**src/rtl/seg7_capture.sv**
```systemverilog
// seg7_capture: samples a 7-segment pattern, debounces it over STABLE_CYCLES samples and decodes it to BCD.
// Step classification (up/down/skip, direction) is built only when SEG7_CAPTURE_DIRCHECK_EN is defined.
module seg7_capture #(
  parameter int unsigned STABLE_CYCLES = 4
) (
  input  logic       clk,
  input  logic       reset,
  input  logic [6:0] i_seg,
  output logic [3:0] o_digit,
  output logic       o_valid,
  output logic       o_err,
  output logic       o_step_up,
  output logic       o_step_down,
  output logic       o_skip,
  output logic       o_dir
);

  localparam logic [3:0] SC = 4'(STABLE_CYCLES);

  localparam logic [0:0] ST_EMPTY  = 1'b0;
  localparam logic [0:0] ST_LOCKED = 1'b1;

  logic [6:0] seg_r;
  logic [6:0] cand;
  logic [3:0] cnt;
  logic [3:0] cnt_next;
  logic [6:0] last_pat;
  logic [0:0] state;

  logic       accept;
  logic       accept_new;
  logic       dec_ok;
  logic [3:0] dec_digit;
  logic       is_blank;

  function automatic logic [4:0] decode(input logic [6:0] p);
    logic [4:0] r;
    case (p)
      7'h3F:   r = {1'b1, 4'd0};
      7'h06:   r = {1'b1, 4'd1};
      7'h5B:   r = {1'b1, 4'd2};
      7'h4F:   r = {1'b1, 4'd3};
      7'h66:   r = {1'b1, 4'd4};
      7'h6D:   r = {1'b1, 4'd5};
      7'h7D:   r = {1'b1, 4'd6};
      7'h07:   r = {1'b1, 4'd7};
      7'h7F:   r = {1'b1, 4'd8};
      7'h6F:   r = {1'b1, 4'd9};
      default: r = {1'b0, 4'd0};
    endcase
    return r;
  endfunction

  always_ff @(posedge clk or posedge reset) begin
    if (reset) seg_r <= '0;
    else       seg_r <= i_seg;
  end

  // Accept fires on the edge where cnt reaches SC; the restart branch counts as one sample.
  always_comb begin
    cnt_next = cnt;
    accept   = 1'b0;
    if (seg_r != cand) begin
      cnt_next = 4'd1;
      accept   = (SC == 4'd1);
    end else if (cnt < SC) begin
      cnt_next = cnt + 4'd1;
      accept   = ((cnt + 4'd1) == SC);
    end
  end

  assign accept_new           = accept && (seg_r != last_pat);
  assign {dec_ok, dec_digit}  = decode(seg_r);
  assign is_blank             = (seg_r == 7'h00);

  always_ff @(posedge clk or posedge reset) begin
    if (reset) begin
      cand     <= '0;
      cnt      <= '0;
      last_pat <= '0;
      state    <= ST_EMPTY;
      o_digit  <= '0;
      o_valid  <= 1'b0;
      o_err    <= 1'b0;
    end else begin
      cand    <= seg_r;
      cnt     <= cnt_next;
      o_valid <= 1'b0;
      o_err   <= 1'b0;
      if (accept_new) begin
        last_pat <= seg_r;
        if (dec_ok) begin
          o_valid <= 1'b1;
          o_digit <= dec_digit;
          state   <= ST_LOCKED;
        end else if (is_blank) begin
          state   <= ST_EMPTY;
        end else begin
          o_err   <= 1'b1;
          state   <= ST_EMPTY;
        end
      end
    end
  end

`ifdef SEG7_CAPTURE_DIRCHECK_EN
  logic [3:0] prev_plus;
  logic [3:0] prev_minus;
  logic       classify;

  assign prev_plus  = (o_digit == 4'd9) ? 4'd0 : o_digit + 4'd1;
  assign prev_minus = (o_digit == 4'd0) ? 4'd9 : o_digit - 4'd1;
  assign classify   = accept_new && dec_ok && (state == ST_LOCKED);

  always_ff @(posedge clk or posedge reset) begin
    if (reset) begin
      o_step_up   <= 1'b0;
      o_step_down <= 1'b0;
      o_skip      <= 1'b0;
      o_dir       <= 1'b1;
    end else begin
      o_step_up   <= 1'b0;
      o_step_down <= 1'b0;
      o_skip      <= 1'b0;
      if (classify) begin
        if (dec_digit == prev_plus) begin
          o_step_up <= 1'b1;
          o_dir     <= 1'b1;
        end else if (dec_digit == prev_minus) begin
          o_step_down <= 1'b1;
          o_dir       <= 1'b0;
        end else begin
          o_skip <= 1'b1;
        end
      end
    end
  end
`else
  // The FSM still tracks EMPTY/LOCKED here; nothing downstream consumes it in this build.
  logic unused_state;
  assign unused_state = state[0];

  assign o_step_up   = 1'b0;
  assign o_step_down = 1'b0;
  assign o_skip      = 1'b0;
  assign o_dir       = 1'b1;
`endif

endmodule

```
**config.mk**
```make
export PLATFORM = sky130hd
export DESIGN_NAME = seg7_capture
export DESIGN_NICKNAME = d
export VERILOG_FILES = /design/src/rtl/seg7_capture.sv
export SDC_FILE = /design/constraint.sdc
export NUM_CORES = 1
export LEC_CHECK = 0
export BUFFER_PORTS_ARGS = -buffer_cell sky130_fd_sc_hd__buf_2
export CORE_ASPECT_RATIO = 0.6
export CORE_UTILIZATION = 55
export CTS_CLUSTER_DIAMETER = 200
export DETAILED_ROUTE_END_ITERATION = 16
export GPL_ROUTABILITY_DRIVEN = 1
export PLACE_DENSITY = 0.72
export SLEW_MARGIN = 20
export SYNTH_ARGS = -nofsm -noshare
export SYNTH_HDL_FRONTEND = slang
export SYNTH_SLANG_ARGS = --single-unit
```
**constraint.sdc**
```tcl
create_clock -name clk -period 3.9 [get_ports clk]
set_clock_uncertainty 0.05 [all_clocks]
set_input_delay 0.78 -clock clk [delete_from_list [all_inputs] [get_ports clk]]
set_output_delay 0.78 -clock clk [all_outputs]
set_load 0.02 [all_outputs]
```
## Word level (Yosys, flattened, before mapping)

Index checks and enable logic that the tools add are counted.

- Latch bits: 0
- Bits in read-only memories: 0
- Register bits after elaboration: 31
- Memories kept: 0
- Word-level logic and storage cells: 36
- RAM bits: 0

- Shift-type cells: 0
- Equality and inequality tests: 13
- Add/subtract/negate cells: 1
- Muxes and demuxes: 10
- Reductions and logical operators: 4
- Divide/modulo/power cells: 0
- Bitwise operators: 0
- Magnitude comparators: 1
- Multiply operators: 0

Operator list:

| operator | number |
|---|---|
| 5-bit case mux with 10 select lines | 1 |
| 7-bit equality test (second input constant) | 7 |
| 7-bit by 3-bit equality test with 1-bit output (second input constant) | 2 |
| 7-bit != test | 2 |
| 4-bit 2-to-1 mux | 2 |
| 7-bit by 6-bit equality test with 1-bit output (second input constant) | 1 |
| 7-bit zero test | 1 |
| 1-bit 2-to-1 mux | 7 |
| 4-bit by 1-bit adder with 4-bit output (second input constant) | 1 |
| 4-bit by 3-bit equality test with 1-bit output (second input constant) | 1 |
| 4-bit by 3-bit < comparator with 1-bit output (second input constant) | 1 |
| 2-bit AND reduction | 1 |
| 2-bit nonzero test | 1 |
| 1-bit logical AND | 1 |

## Longest topological paths before layout

- Word-level depth: 6
- Gate-level depth with buffers: 6

## Worst setup path before layout

Ideal clock, no wire load.

- Path kind: reg-to-reg
- Start: register seg_r[6]
- End: register o_digit[0]
- Path slack: 1.961 ns
- Stages on the path, launching flop included: 7
- Library setup time: 0.128 ns
- Arrival time: 1.762 ns
- Path buffers: 1
- Data required time: 3.722 ns
- Cell sequence: dfrtp_1 buf_6 nor3_2 o2bb2a_1 o32a_4 a211oi_4 mux2_1

- Cells in the longest elaborated chain, start to end: 4
- Elaborated cells on any way between the ends: 16
- Those cells by class: eq/ne (12); mux (2); reduce/logical (2)

Ends and longest elaborated chain:

| item | RTL line | source |
|---|---|---|
| start, declared | 23 | `logic [6:0] seg_r;` |
| start signal, assigned | 56 | `else seg_r <= i_seg;` |
| parallel branches: the longest is 4 deep, another holds 5-bit case mux with 10 select lines | -- |  |
| end signal, assigned | 94 | `o_digit <= dec_digit;` |
| end, declared | 9 | `output logic [3:0] o_digit,` |

Parallel ways; which one is timed is not known.
A chain may end at the register's enable or synchronous reset.

## Final worst setup path

- Start: register seg_r[0]
- End: register o_digit[2]

Same word-level chain as after synthesis.

==> results.md <==
- The routed design has 2.63 mm of wire.
- The largest net degree at the start of global routing is 32.
- The first global-routing pass estimated 4.38 mm of wire.
- The count of endpoints failing hold in the final timing report is 0.
- The max capacitance violation total is 0.
- The number of antenna violations at the first check in global routing is 0.
- The final worst-path cycle share is 55.8%.
- The data required time at the worst endpoint is 4.02 ns.
- The total routing resource utilization after global routing is 20.4%.
- In this run the power density over the cells is 393 nW/um2.
- The average wire per standard cell is 14.6 um.
- At the end of routability-driven placement, the weighted congestion stood at 0.840.
- The worst setup path is captured at a flop.
- The number of levels the H-tree was split into is 2.
- Once placement finished, the instance area stood at 1520 um2.
- After clock tree synthesis, the setup repair step added 0 buffers.
- From synthesis to final layout, the design area changed by 7.36%.
- The category of the most critical setup path is reg -> reg.
- For this configuration, the core starts out at a cell density of 58.9%.
- The minimum period implied by the final worst setup slack is 2.18 ns.
- After synthesis, the largest family of logic cells by area is simple AND/OR/NAND/NOR gates.
- For this design the top-level I/O count stands at 19.
- The path class of the tightest hold or removal check is reg -> reg.
- The post-route worst hold slack is 0.444 ns.
- The register bit total from synthesis is 31.
- In this run the clock root is driven by a clkbuf_8.
- Summing the areas of all fa, ha and maj instances in the mapped netlist gives 0.836% of the synthesized area.
- The dominant synthesized flop cell is dfrtp_1.
- Summed over all cells, the static leakage comes to 0.756 nW.
- The number of diodes is 0.
- For this run the aggregate overflow at the end of global routing stands at 0.
- The worst path arrival time is 2.29 ns.
- The later-pin clock latency in the skew report is 0.29 ns.
- The compound-gate portion of the synthesized area is 10.0%.
- The flow ran to the end, and the final reports show no timing, DRC or antenna violations.
- The die outline area is 2940 um2.
- The via count of the first global-routing pass was 909.
- Setup violations remaining at the end of the flow were counted as 0.
- The setup total negative slack is 0 ns.
- Of the post-synthesis cell area, the part taken by muxes is 2.26%.
- The floorplan step set the die width to 69.3 um.
- The tightest slew margin relative to the limit is 66.7%.
- The floorplan step set the die height to 42.4 um.
- Across all register-to-register paths, the minimum setup slack is 1.72 ns.
- The launching element type of the critical path is a flop.
- In the final design database the tool counted 157 nets.
- The share of the Yosys chip area taken by registers is 51.8%.
- The number of port buffers is 14.
- Clock-pin slew was measured on the worst setup and hold paths at 0.06 ns.
- The fraction of synthesis flops using an asynchronous set or reset pin is 100%.
- Hold repair after CTS inserted 0 buffers.
- For the pin with the worst max-slew slack, the measured transition is 0.496 ns.
- In the layout the commonest cells are dfrtp_1 (31), nand2_1 (20), buf_2 (14).
- The clock sink total is 31.
- The total area inside the core boundary comes to 2540 um2.
- The placed wire-length estimate is 1.87 mm.
- The Yosys step of the flow raised 0 warnings.
- TritonCTS built the clock tree.
- The number of different library cells used by synthesis comes to 39.
- The count of final max-slew check failures is 0.
- The leading cell type in the layout, fill and taps excluded is dfrtp_1.
- The maximum clock frequency is 0.460 GHz.
- Synthesis produced a netlist whose cell count is 134.
- IR analysis of the VDD net gives a maximum drop of 0.275 mV.
- The buffer levels on the longest clock path is 2.
- The maximum fanout count along the critical path is 12.
- Summing the areas of all and, or, nand and nor instances in the mapped netlist gives 17.6% of the synthesized area.
- In this run the core area contains 14 standard-cell rows.
- The count of antenna-violating nets left after detailed routing is 0.
- The number of DRC markers in iteration 0 is 73.
- Once layout is done, the placed cells without fillers occupy 1610 um2.
- The synthesized design contains 0 enable-type register cells.
- In the routed layout, each cell is associated on average with a via count of 5.45.
- The via count of the routed design is 981.
- In this run the cell area of the synthesized design comes to 1500 um2.
- The number of buffers inserted during clock tree synthesis is 5.
- The post-synthesis area per instance is 11.2 um2.
- In this run, post-CTS repair resized a total of 0 instances.
- Summing the areas of all xor and xnor instances in the mapped netlist gives 9.36% of the synthesized area.
- The number of instances in the placed design is 172.
- The number of optimization iterations in the first detailed-route pass is 4.
- Setup repair after global routing left no endpoint under its margin.
- After detailed routing, the number of remaining DRC violations is 0.
- The proportion of layout cells with a drive suffix above 1 is 20.3%.
- The final cell count without fillers is 180.
[metal layers]
layer / global-route usage, % / part of all wire (%) / routed length [um] / vias to the layer above
li1: - / - / - / 469
met1: 29.2 / 50 / 1310 / 471
met2: 28.2 / 43 / 1130 / 36
met3: 7.21 / 5.3 / 140 / 5
met4: 8.57 / 1.6 / 43 / 0
met5: 0 / 0 / 0 / -
[layout make-up]
class                   instances  area [um2]
well taps                      32        40.0
clock buffers                   5        68.8
repair buffers                 15        77.6
fillers                       205         933
inverters                       4        15.0
clock inverters                 3        15.0
flip-flops and latches         31         776
multi-input cells              90         614
[per-stage QoR]
step	worst slack (ns)	total power [mW]	util, %
floorplan	1.96	0.388	-
global placement	1.80	0.390	60.0
detailed placement	1.73	0.392	60.0
CTS	1.73	0.633	63.3
global route	1.63	0.652	63.3
finish	1.72	0.631	63.3
[worst paths after layout]
check	startpoint	endpoint	depth (start not counted)
worst max-delay path	seg_r[0]$_DFF_PP0_	o_digit[2]$_DFFE_PP0P_	5
worst min-delay path	o_digit[0]$_DFFE_PP0P_	o_digit[0]$_DFFE_PP0P_	1
worst max register to register	seg_r[0]$_DFF_PP0_	o_digit[2]$_DFFE_PP0P_	5
worst min register to register	o_digit[0]$_DFFE_PP0P_	o_digit[0]$_DFFE_PP0P_	1
max in group asynchronous	reset	cand[5]$_DFF_PP0_	3
min in group asynchronous	reset	o_digit[2]$_DFFE_PP0P_	3
[registers in the layout (all words and copies together) (netlist names)]
register / cells
last_pat: 7
o_digit: 4
o_valid: 1
cnt: 4
cand: 7
o_err: 1
seg_r: 7
[cell usage after synthesis (all sizes together) (2+ instances only)]
master   n  area (um2)
inv      4        15.0
nand4    4        25.0
o21ai    4        20.0
mux2     3        33.8
a21oi    3        15.0
buf     11        98.8
nand2b   2        12.5
nor4     2        33.8
conb     2        7.51
nor2     9        33.8
dfrtp   31         776
xnor2    9        78.8
nand2   22        87.6
xor2     7        61.3
[critical path, cell delays in order, from the launching register on]
cell and delay, ns:
dfrtp_1 0.63, nand3_1 0.16, o2bb2a_1 0.32, o32a_4 0.21, a211oi_4 0.31, mux2_1 0.36
[logic make-up after synthesis]
logic type               after synthesis
other                                  2
adder cells (fa/ha/maj)                1
XOR/XNOR                              16
flip-flops                            31
AO/OA/AOI/OAI                         18
buffers and inverters                 15
multiplexers                           3
AND/OR/NAND/NOR                       48
[power breakdown]
group          switching [mW]  total, mW  internal [mW]  leakage (nW)
Sequential             0.0151      0.344          0.329         0.396
Clock                   0.123      0.245          0.122        0.0477
Combinational          0.0247     0.0414         0.0167         0.313
(Power assumes the default switching activity.)
